$ cat src/rtl/riscv_run_ctrl.sv
// Run-control unit between the host/debug port and the single-cycle RISC-V core:
// core clock-enable, held core reset, run/halt, N-step, PC breakpoints, cycle counter.
module riscv_run_ctrl #(
    parameter int unsigned XLEN       = 32,
    parameter int unsigned CNT_W      = 16,
    parameter int unsigned NUM_BP     = 2,
    parameter int unsigned RST_CYCLES = 4
) (
    input  logic                   clock,
    input  logic                   rst,
    input  logic                   cmd_valid,
    output logic                   cmd_ready,
    input  logic [1:0]             cmd_op,
    input  logic [CNT_W-1:0]       cmd_count,
    input  logic [NUM_BP-1:0]      bp_en,
    input  logic [NUM_BP*XLEN-1:0] bp_addr,
    input  logic [XLEN-1:0]        pc,
    output logic                   core_en,
    output logic                   core_rst_n,
    output logic                   halted,
    output logic [1:0]             halt_cause,
    output logic [31:0]            cycle_cnt
);

    localparam logic [1:0] OpHalt  = 2'd0;
    localparam logic [1:0] OpRun   = 2'd1;
    localparam logic [1:0] OpStep  = 2'd2;
    localparam logic [1:0] OpReset = 2'd3;

    localparam logic [1:0] CauseReset = 2'd0;
    localparam logic [1:0] CauseStep  = 2'd1;
    localparam logic [1:0] CauseHost  = 2'd2;
    localparam logic [1:0] CauseBreak = 2'd3;

    localparam int unsigned HoldW = $clog2(RST_CYCLES + 1);

    typedef enum logic [1:0] {StCoreRst, StHalted, StRun, StStep} state_e;

    state_e           state_q;
    logic [HoldW-1:0] hold_q;
    logic [CNT_W-1:0] steps_q;
    logic             skip_q;

    logic bp_hit;
    logic active;
    logic cmd_acc;
    logic stop_cmd;
    logic brk;

    always_comb begin
        bp_hit = 1'b0;
        for (int unsigned i = 0; i < NUM_BP; i++) begin
            if (bp_en[i] && (pc == bp_addr[i*XLEN +: XLEN])) begin
                bp_hit = 1'b1;
            end
        end
    end

    always_comb begin
        active    = (state_q == StRun) || (state_q == StStep);
        cmd_ready = (state_q != StCoreRst);
        cmd_acc   = cmd_valid && cmd_ready;
        stop_cmd  = cmd_acc && ((cmd_op == OpHalt) || (cmd_op == OpReset));
        // skip lets a resumed core execute the instruction it stopped on.
        brk       = bp_hit && !skip_q;
        core_en   = active && !brk && !stop_cmd;
    end

    always_ff @(posedge clock) begin
        if (!rst) begin
            state_q    <= StCoreRst;
            hold_q     <= HoldW'(RST_CYCLES);
            core_rst_n <= 1'b0;
            halted     <= 1'b0;
            halt_cause <= CauseReset;
            cycle_cnt  <= '0;
            steps_q    <= '0;
            skip_q     <= 1'b0;
        end else begin
            if (core_en) begin
                cycle_cnt <= cycle_cnt + 32'd1;
                skip_q    <= 1'b0;
            end
            unique case (state_q)
                StCoreRst: begin
                    cycle_cnt <= '0;
                    if (hold_q == HoldW'(1)) begin
                        state_q    <= StHalted;
                        core_rst_n <= 1'b1;
                        halted     <= 1'b1;
                        halt_cause <= CauseReset;
                    end else begin
                        hold_q <= hold_q - HoldW'(1);
                    end
                end
                StHalted: begin
                    if (cmd_acc) begin
                        case (cmd_op)
                            OpHalt: ;
                            OpRun: begin
                                state_q <= StRun;
                                halted  <= 1'b0;
                                skip_q  <= 1'b1;
                            end
                            OpStep: begin
                                if (cmd_count != '0) begin
                                    state_q <= StStep;
                                    steps_q <= cmd_count;
                                    halted  <= 1'b0;
                                    skip_q  <= 1'b1;
                                end
                            end
                            OpReset: begin
                                state_q    <= StCoreRst;
                                hold_q     <= HoldW'(RST_CYCLES);
                                core_rst_n <= 1'b0;
                                halted     <= 1'b0;
                                halt_cause <= CauseReset;
                                cycle_cnt  <= '0;
                                steps_q    <= '0;
                                skip_q     <= 1'b0;
                            end
                        endcase
                    end
                end
                StRun, StStep: begin
                    if (cmd_acc && (cmd_op == OpReset)) begin
                        state_q    <= StCoreRst;
                        hold_q     <= HoldW'(RST_CYCLES);
                        core_rst_n <= 1'b0;
                        halted     <= 1'b0;
                        halt_cause <= CauseReset;
                        cycle_cnt  <= '0;
                        steps_q    <= '0;
                        skip_q     <= 1'b0;
                    end else if (brk) begin
                        state_q    <= StHalted;
                        halted     <= 1'b1;
                        halt_cause <= CauseBreak;
                    end else if (cmd_acc && (cmd_op == OpHalt)) begin
                        state_q    <= StHalted;
                        halted     <= 1'b1;
                        halt_cause <= CauseHost;
                    end else if ((state_q == StStep) && core_en) begin
                        steps_q <= steps_q - CNT_W'(1);
                        if (steps_q == CNT_W'(1)) begin
                            state_q    <= StHalted;
                            halted     <= 1'b1;
                            halt_cause <= CauseStep;
                        end
                    end
                end
            endcase
        end
    end

endmodule

$ cat config.mk
export PLATFORM = sky130hd
export DESIGN_NAME = riscv_run_ctrl
export DESIGN_NICKNAME = d
export VERILOG_FILES = /design/src/rtl/riscv_run_ctrl.sv
export SDC_FILE = /design/constraint.sdc
export NUM_CORES = 1
export LEC_CHECK = 0
export BUFFER_PORTS_ARGS = -buffer_cell sky130_fd_sc_hd__buf_2
export CORE_MARGIN = 2
export CORE_UTILIZATION = 54
export DETAILED_ROUTE_END_ITERATION = 12
export PLACE_DENSITY = 0.87
export SYNTH_ARGS = -nofsm -noshare
export SYNTH_HDL_FRONTEND = slang
export SYNTH_SLANG_ARGS = --single-unit
$ cat constraint.sdc
create_clock -name clock -period 3.6 [get_ports clock]
set_input_delay 0.18 -clock clock [delete_from_list [all_inputs] [get_ports clock]]
set_output_delay 0.18 -clock clock [all_outputs]
set_load 0.05 [all_outputs]
==> results of run 1 <==
metal layers:
layer  up-vias  global-route usage [%]
met1      2211                   37.34
met3        14                   7.806
li1       2232                       -
met4         0                   6.343
met2       189                   47.55
met5         -                       0
registers in the layout, indices dropped and copies added, names as in the netlist:
signal	flops
skip_q	1
cycle_cnt	32
halt_cause	2
state_q	2
hold_q	3
halted	1
steps_q	16
core_rst_n	1
per-stage QoR:
step,power [mW],std cells
after CTS,1.951,789
final,1.944,789
after global routing,2.057,789
after floorplan,1.106,531
after detailed placement,1.281,773
after global placement,1.267,773
worst reg2reg max path, delay by kind of cell, from the launching register on:
| kind | cells | cell delay, ns |
|---|---|---|
| AO/OA/AOI/OAI | 1 | 0.30 |
| flip-flops | 1 | 0.52 |
| multiplexers | 1 | 0.23 |
| AND/OR/NAND/NOR | 2 | 1.16 |
final cells by class:
cell class                 instances  area, µm²  area share, %
multi-input combinational        435       2821          54.18
sequential                        58       1161          22.30
timing repair buffer             160      810.8          15.57
clock buffer                      11      141.4          2.715
tap                              102      127.6          2.451
clock inverter                     5      77.57          1.490
inverter                          18      67.56          1.297
cell usage in the layout (no fill, tap or decap), types with 3 or more instances in the layout:
| cell | instances |
|---|---|
| and3_1 | 7 |
| ha_1 | 12 |
| or4_1 | 15 |
| a21oi_1 | 33 |
| o21ai_0 | 36 |
| dfxtp_1 | 58 |
| inv_1 | 17 |
| mux2i_1 | 14 |
| o311ai_0 | 5 |
| clkbuf_8 | 10 |
| o31ai_1 | 16 |
| nor4_1 | 21 |
| buf_4 | 4 |
| o22ai_1 | 3 |
| nor2_1 | 21 |
| xor2_1 | 57 |
| or3_1 | 15 |
| nand2_1 | 80 |
| buf_2 | 156 |
| nand4_1 | 11 |
| xnor2_1 | 13 |
| nor3_1 | 7 |
| nand3_1 | 18 |
| nor2b_1 | 4 |
where the power goes:
group | switching [mW] | internal (mW)
Sequential | 0.0349 | 0.676
Combinational | 0.328 | 0.238
Clock | 0.261 | 0.406
how the worst min path moves through the flow:
| stage | startpoint | end | slack [ns] |
|---|---|---|---|
| final | cmd_count[2] | steps_q[2] | 0.23 |
| after global routing | cmd_count[0] | steps_q[0] | 0.23 |
| after CTS | cmd_count[2] | steps_q[2] | 0.21 |
| after detailed placement | steps_q[11] | steps_q[11] | 0.47 |
| after global placement | halted | halted | 0.45 |
| after floorplan | cmd_valid | hold_q[2] | 0.39 |
logic make-up after synthesis:
logic type               count (synthesis)
multiplexers                            14
AND/OR/NAND/NOR                        224
XOR/XNOR                                70
buffers and inverters                   38
flip-flops                              58
adder cells (fa/ha/maj)                 12
AO/OA/AOI/OAI                          115
==> impl_metrics.toml, run 1 <==
[clock_network]
cts-resized-gates = 0
hold_buffers = 0
cts.sinks = 58
clk_pin_slew_ns = 0.07
clock_path_buffers = 2
cts_tree = "yes"
clockRootBuffer = "clkbuf_8"
insertion_delay_ns = 0.34
cts_htree_levels = 3
numCtsBuffers = 9
post_cts_buffers = 0

[run_status]
outcome = "completed"

[timing]
period_needed_ns = 2.670
relSlewSlack_pct = 29.82
fin_ws_ns = 0.9295
finalHoldViolations = 0
skew_ns = 0.009906
drv_slew = 0
max_freq_mhz = 374.5
hold-worst-slack_ns = 0.2277
tightest_slew_ns = 1.049
rsz0062_at_grt = "false"
finalCritPeriodShare_pct = 74.18
setup_viol = 0
tns_ns = 0

[route]
met2_length_mm = 5.785
via_per_inst = 5.888
wl_met1_mm = 5.289
drtIter0Drc = 272
wire_per_inst_um = 15.26
antenna_left = 0
first_pass_iters = 5
top_layer = "met4"
wl_mm = 12.04
drc_errors = 0
met3WireLength_um = 865
vias = 4646

[power_and_ir_drop]
p_leak_nw = 2.294
peakVddDrop_uv = 306.0
power_density_nw_per_um2 = 373.4

[setup_path]
crit_family = "simple AND/OR/NAND/NOR gates"
crit_required_ns = 3.42
crit_arrival_ns = 2.49
crit_chain = "a211o_1, nand4bb_1, or4_4, nand3_2, inv_1, buf_2"
r2r-start = "state_q[1]"
crit_path_start_kind = "register"
r2r_end = "halted"
critPathLaunch = "skip_q"
slowest_delay_ns = 0.47
endpoint = "core_en"
reg2reg_depth = 4
cp.buffers_inverters = 2
path_max_fanout = 31
reg2reg_slack_ns = 1.33
critical_path_class = "reg -> out"
endpoint_kind = "output port"
critPathSlowestCell = "or4_4"
cp.depth = 6

[placement]
pre_cts_ws_ns = 0.9583
hpwl_mm = 9.237
place_area_um2 = 4989
port_buffers = 156
gp_congestion = 0.9307

[floorplan]
fp.dieArea_um2 = 8449
die_w_um = 91.92
coreArea_um2 = 7607
start_util_pct = 54.87
ios = 157
num_rows = 32
die_height_um = 91.92

[synthesis]
synth_xor_area_share_pct = 14.69
ys_types = 60
async_flop_share_pct = 0
syn_area_um2 = 4174
synth_top_family_by_area = "simple AND/OR/NAND/NOR gates"
syn_nets = 662
synth-compound-area-share_pct = 16.91
ys_seq_area_share_pct = 27.82
synth_top_cell_by_area = "dfxtp_1"
yosys_most_used_dff = "dfxtp_1"
yosys_warnings = 0
syn_area_per_cell_um2 = 7.861
synth_top_cells_by_count = "80 x nand2_1, 58 x dfxtp_1, 57 x xor2_1"
synth-simple-area-share_pct = 29.05
synth_mux_area_share_pct = 3.357
yosysTopAreaCellShare_pct = 27.82
synthAdderAreaFrac_pct = 3.597
yosys-top-cells-area = "dfxtp_1 28%, xor2_1 12%, nand2_1 7.2%, o21ai_0 4.3%, a21oi_1 4.0%"
synth-edff-count = 0
yosysMostFrequentCell = "nand2_1"
synth_cells = 531
synth_seq_cells = 58

[hold_path]
hold_depth = 5
hold_class = "in -> reg"

[cells_and_area]
syn_to_final_growth_pct = 24.76
finish.utilization_pct = 68.45
fin_nets = 813
drive_gt1_share_pct = 28.09
fillers = 645
n_antenna_cell = 0
finalInstanceArea_um2 = 5207

[global_routing]
grt_pass1_wl_mm = 19.72
antenna_found_initial = 0
grt_start_max_net_pins = 42
grt_pass1_vias = 4373
grt_usage_pct = 28.66
grt_overflow = 0

[flow_run]
cap_violations = 0
Power figures use the tool's default switching activity.
==> inputs of run 2 (changes only) <==
- CORE_UTILIZATION: 54 -> 50
- PLACE_DENSITY: 0.87 -> 0.81
- clock period: 3.6 -> 2.7 ns (I/O delays scaled with it)
==> run 2 against run 1 <==
Effect of this change: utilization is 4.5 points lower; sequential share of layout area is essentially flat; worst setup slack lost 0.65 ns; hold slack got worse by 0.051 ns; sequential power increased by 33%; cell area shrank 0.12%; register-to-register slack worse by 0.88 ns; critical path depth rose by 1; die area increased by 7.6%; global-route usage down 1.6 points; power is 23% higher.
==> impl_metrics.toml, run 2 (synthesized netlist as in run 1, its figures left out) <==
[clock_network]
cts.sinks = 58
cts_htree_levels = 3
cts_tree = "yes"
clockRootBuffer = "clkbuf_8"
numCtsBuffers = 9
clock_path_buffers = 2
clk_pin_slew_ns = 0.07
hold_buffers = 0
insertion_delay_ns = 0.34
cts-resized-gates = 0
post_cts_buffers = 0

[timing]
finalHoldViolations = 0
drv_slew = 0
max_freq_mhz = 412.4
setup_viol = 0
hold-worst-slack_ns = 0.1771
rsz0062_at_grt = "false"
finalCritPeriodShare_pct = 89.82
tns_ns = 0
fin_ws_ns = 0.2749
skew_ns = 0.01390
tightest_slew_ns = 0.6258
period_needed_ns = 2.425
relSlewSlack_pct = 57.89

[floorplan]
num_rows = 33
ios = 157
coreArea_um2 = 8134
die_w_um = 95.37
start_util_pct = 51.32
fp.dieArea_um2 = 9094
die_height_um = 95.37

[cells_and_area]
final_cells = 796
n_antenna_cell = 0
fin_nets = 818
reg_top3 = "cycle_cnt x32, steps_q x16, hold_q x3"
largest_register_ffs = 32
syn_to_final_growth_pct = 24.61
fillers = 738
finalInstanceArea_um2 = 5201
final_common_cell = "buf_2"
finish.utilization_pct = 63.94
layout_common_cells = "156 x buf_2, 80 x nand2_1, 58 x dfxtp_1"
top_register = "cycle_cnt"
drive_gt1_share_pct = 28.65

[global_routing]
grt_pass1_wl_mm = 19.55
grt_usage_pct = 27.07
grt_pass1_vias = 4347
antenna_found_initial = 0
grt_overflow = 0
grt_start_max_net_pins = 41

[setup_path]
r2r-start = "cycle_cnt[3]"
critPathSlowestCell = "or4_4"
crit_required_ns = 2.57
endpoint_kind = "output port"
critPathLaunch = "skip_q"
crit_arrival_ns = 2.29
crit_path_start_kind = "register"
reg2reg_depth = 7
path_max_fanout = 31
slowest_delay_ns = 0.49
crit_chain = "a211o_1, nand4bb_1, or4_4, nand3_2, buf_12, inv_1, buf_2"
critical_path_class = "reg -> out"

[placement]
hpwl_mm = 9.320
dp_cells = 781
gp_congestion = 0.9383
place_area_um2 = 5042
pre_cts_ws_ns = 0.2059
port_buffers = 156

[route]
wire_per_inst_um = 15.08
drc_errors = 0
via_per_inst = 5.680
antenna_left = 0
vias = 4521
wl_mm = 12.00
first_pass_iters = 5
drtIter0Drc = 202

[hold_path]
hold_depth = 5
hold_class = "in -> reg"
min_from = "cmd_count[2]"

[power_and_ir_drop]
report.power.total_mw = 2.386
p_leak_nw = 2.294
power_density_nw_per_um2 = 458.7
peakVddDrop_uv = 482.3

[flow_run]
cap_violations = 0

[run_status]
outcome = "completed"
-- run 2: cell count changes in the layout (fill, tap and decap cells not counted), sizes merged --
cell      delta
clkinv       +2
clkbuf       -2
bufinv       -2
clkinvlp     +1
buf          +5
-- run 2: worst max-delay path: cells and delay by family, from the launching register on --
kind,cells,cell delay (ns)
simple gates,3,0.83
buf+inv,3,0.50
flops,1,0.36
compound gates,1,0.25
-- run 2: final cells by class --
class / instances / area, µm² / area share [%]
inverter: 18 / 67.56 / 1.299
timing repair buffer: 165 / 860.8 / 16.55
sequential: 58 / 1161 / 22.32
multi-input combinational: 435 / 2821 / 54.25
clock buffer: 9 / 123.9 / 2.382
tap: 105 / 131.4 / 2.526
clock inverter: 6 / 35.03 / 0.6736
-- run 2: path summary, 6_finish.rpt --
path                                      end  slack [ns]
worst min register to register    steps_q[11]        0.47
worst min-delay path               steps_q[2]        0.18
worst max-delay path                  core_en        0.27
worst max register to register  cycle_cnt[22]        0.45
-- run 2: layer usage --
layer / track usage, % / wire length, µm
met1: 33.90 / 5328
met2: 46.36 / 5810
met3: 6.087 / 638
met5: 0 / 0
met4: 7.971 / 223
-- run 2: power by group --
part           switching [mW]  total [mW]  internal, mW
Clock                   0.349       0.669         0.320
Sequential             0.0475       0.949         0.902
Combinational           0.436       0.767         0.331
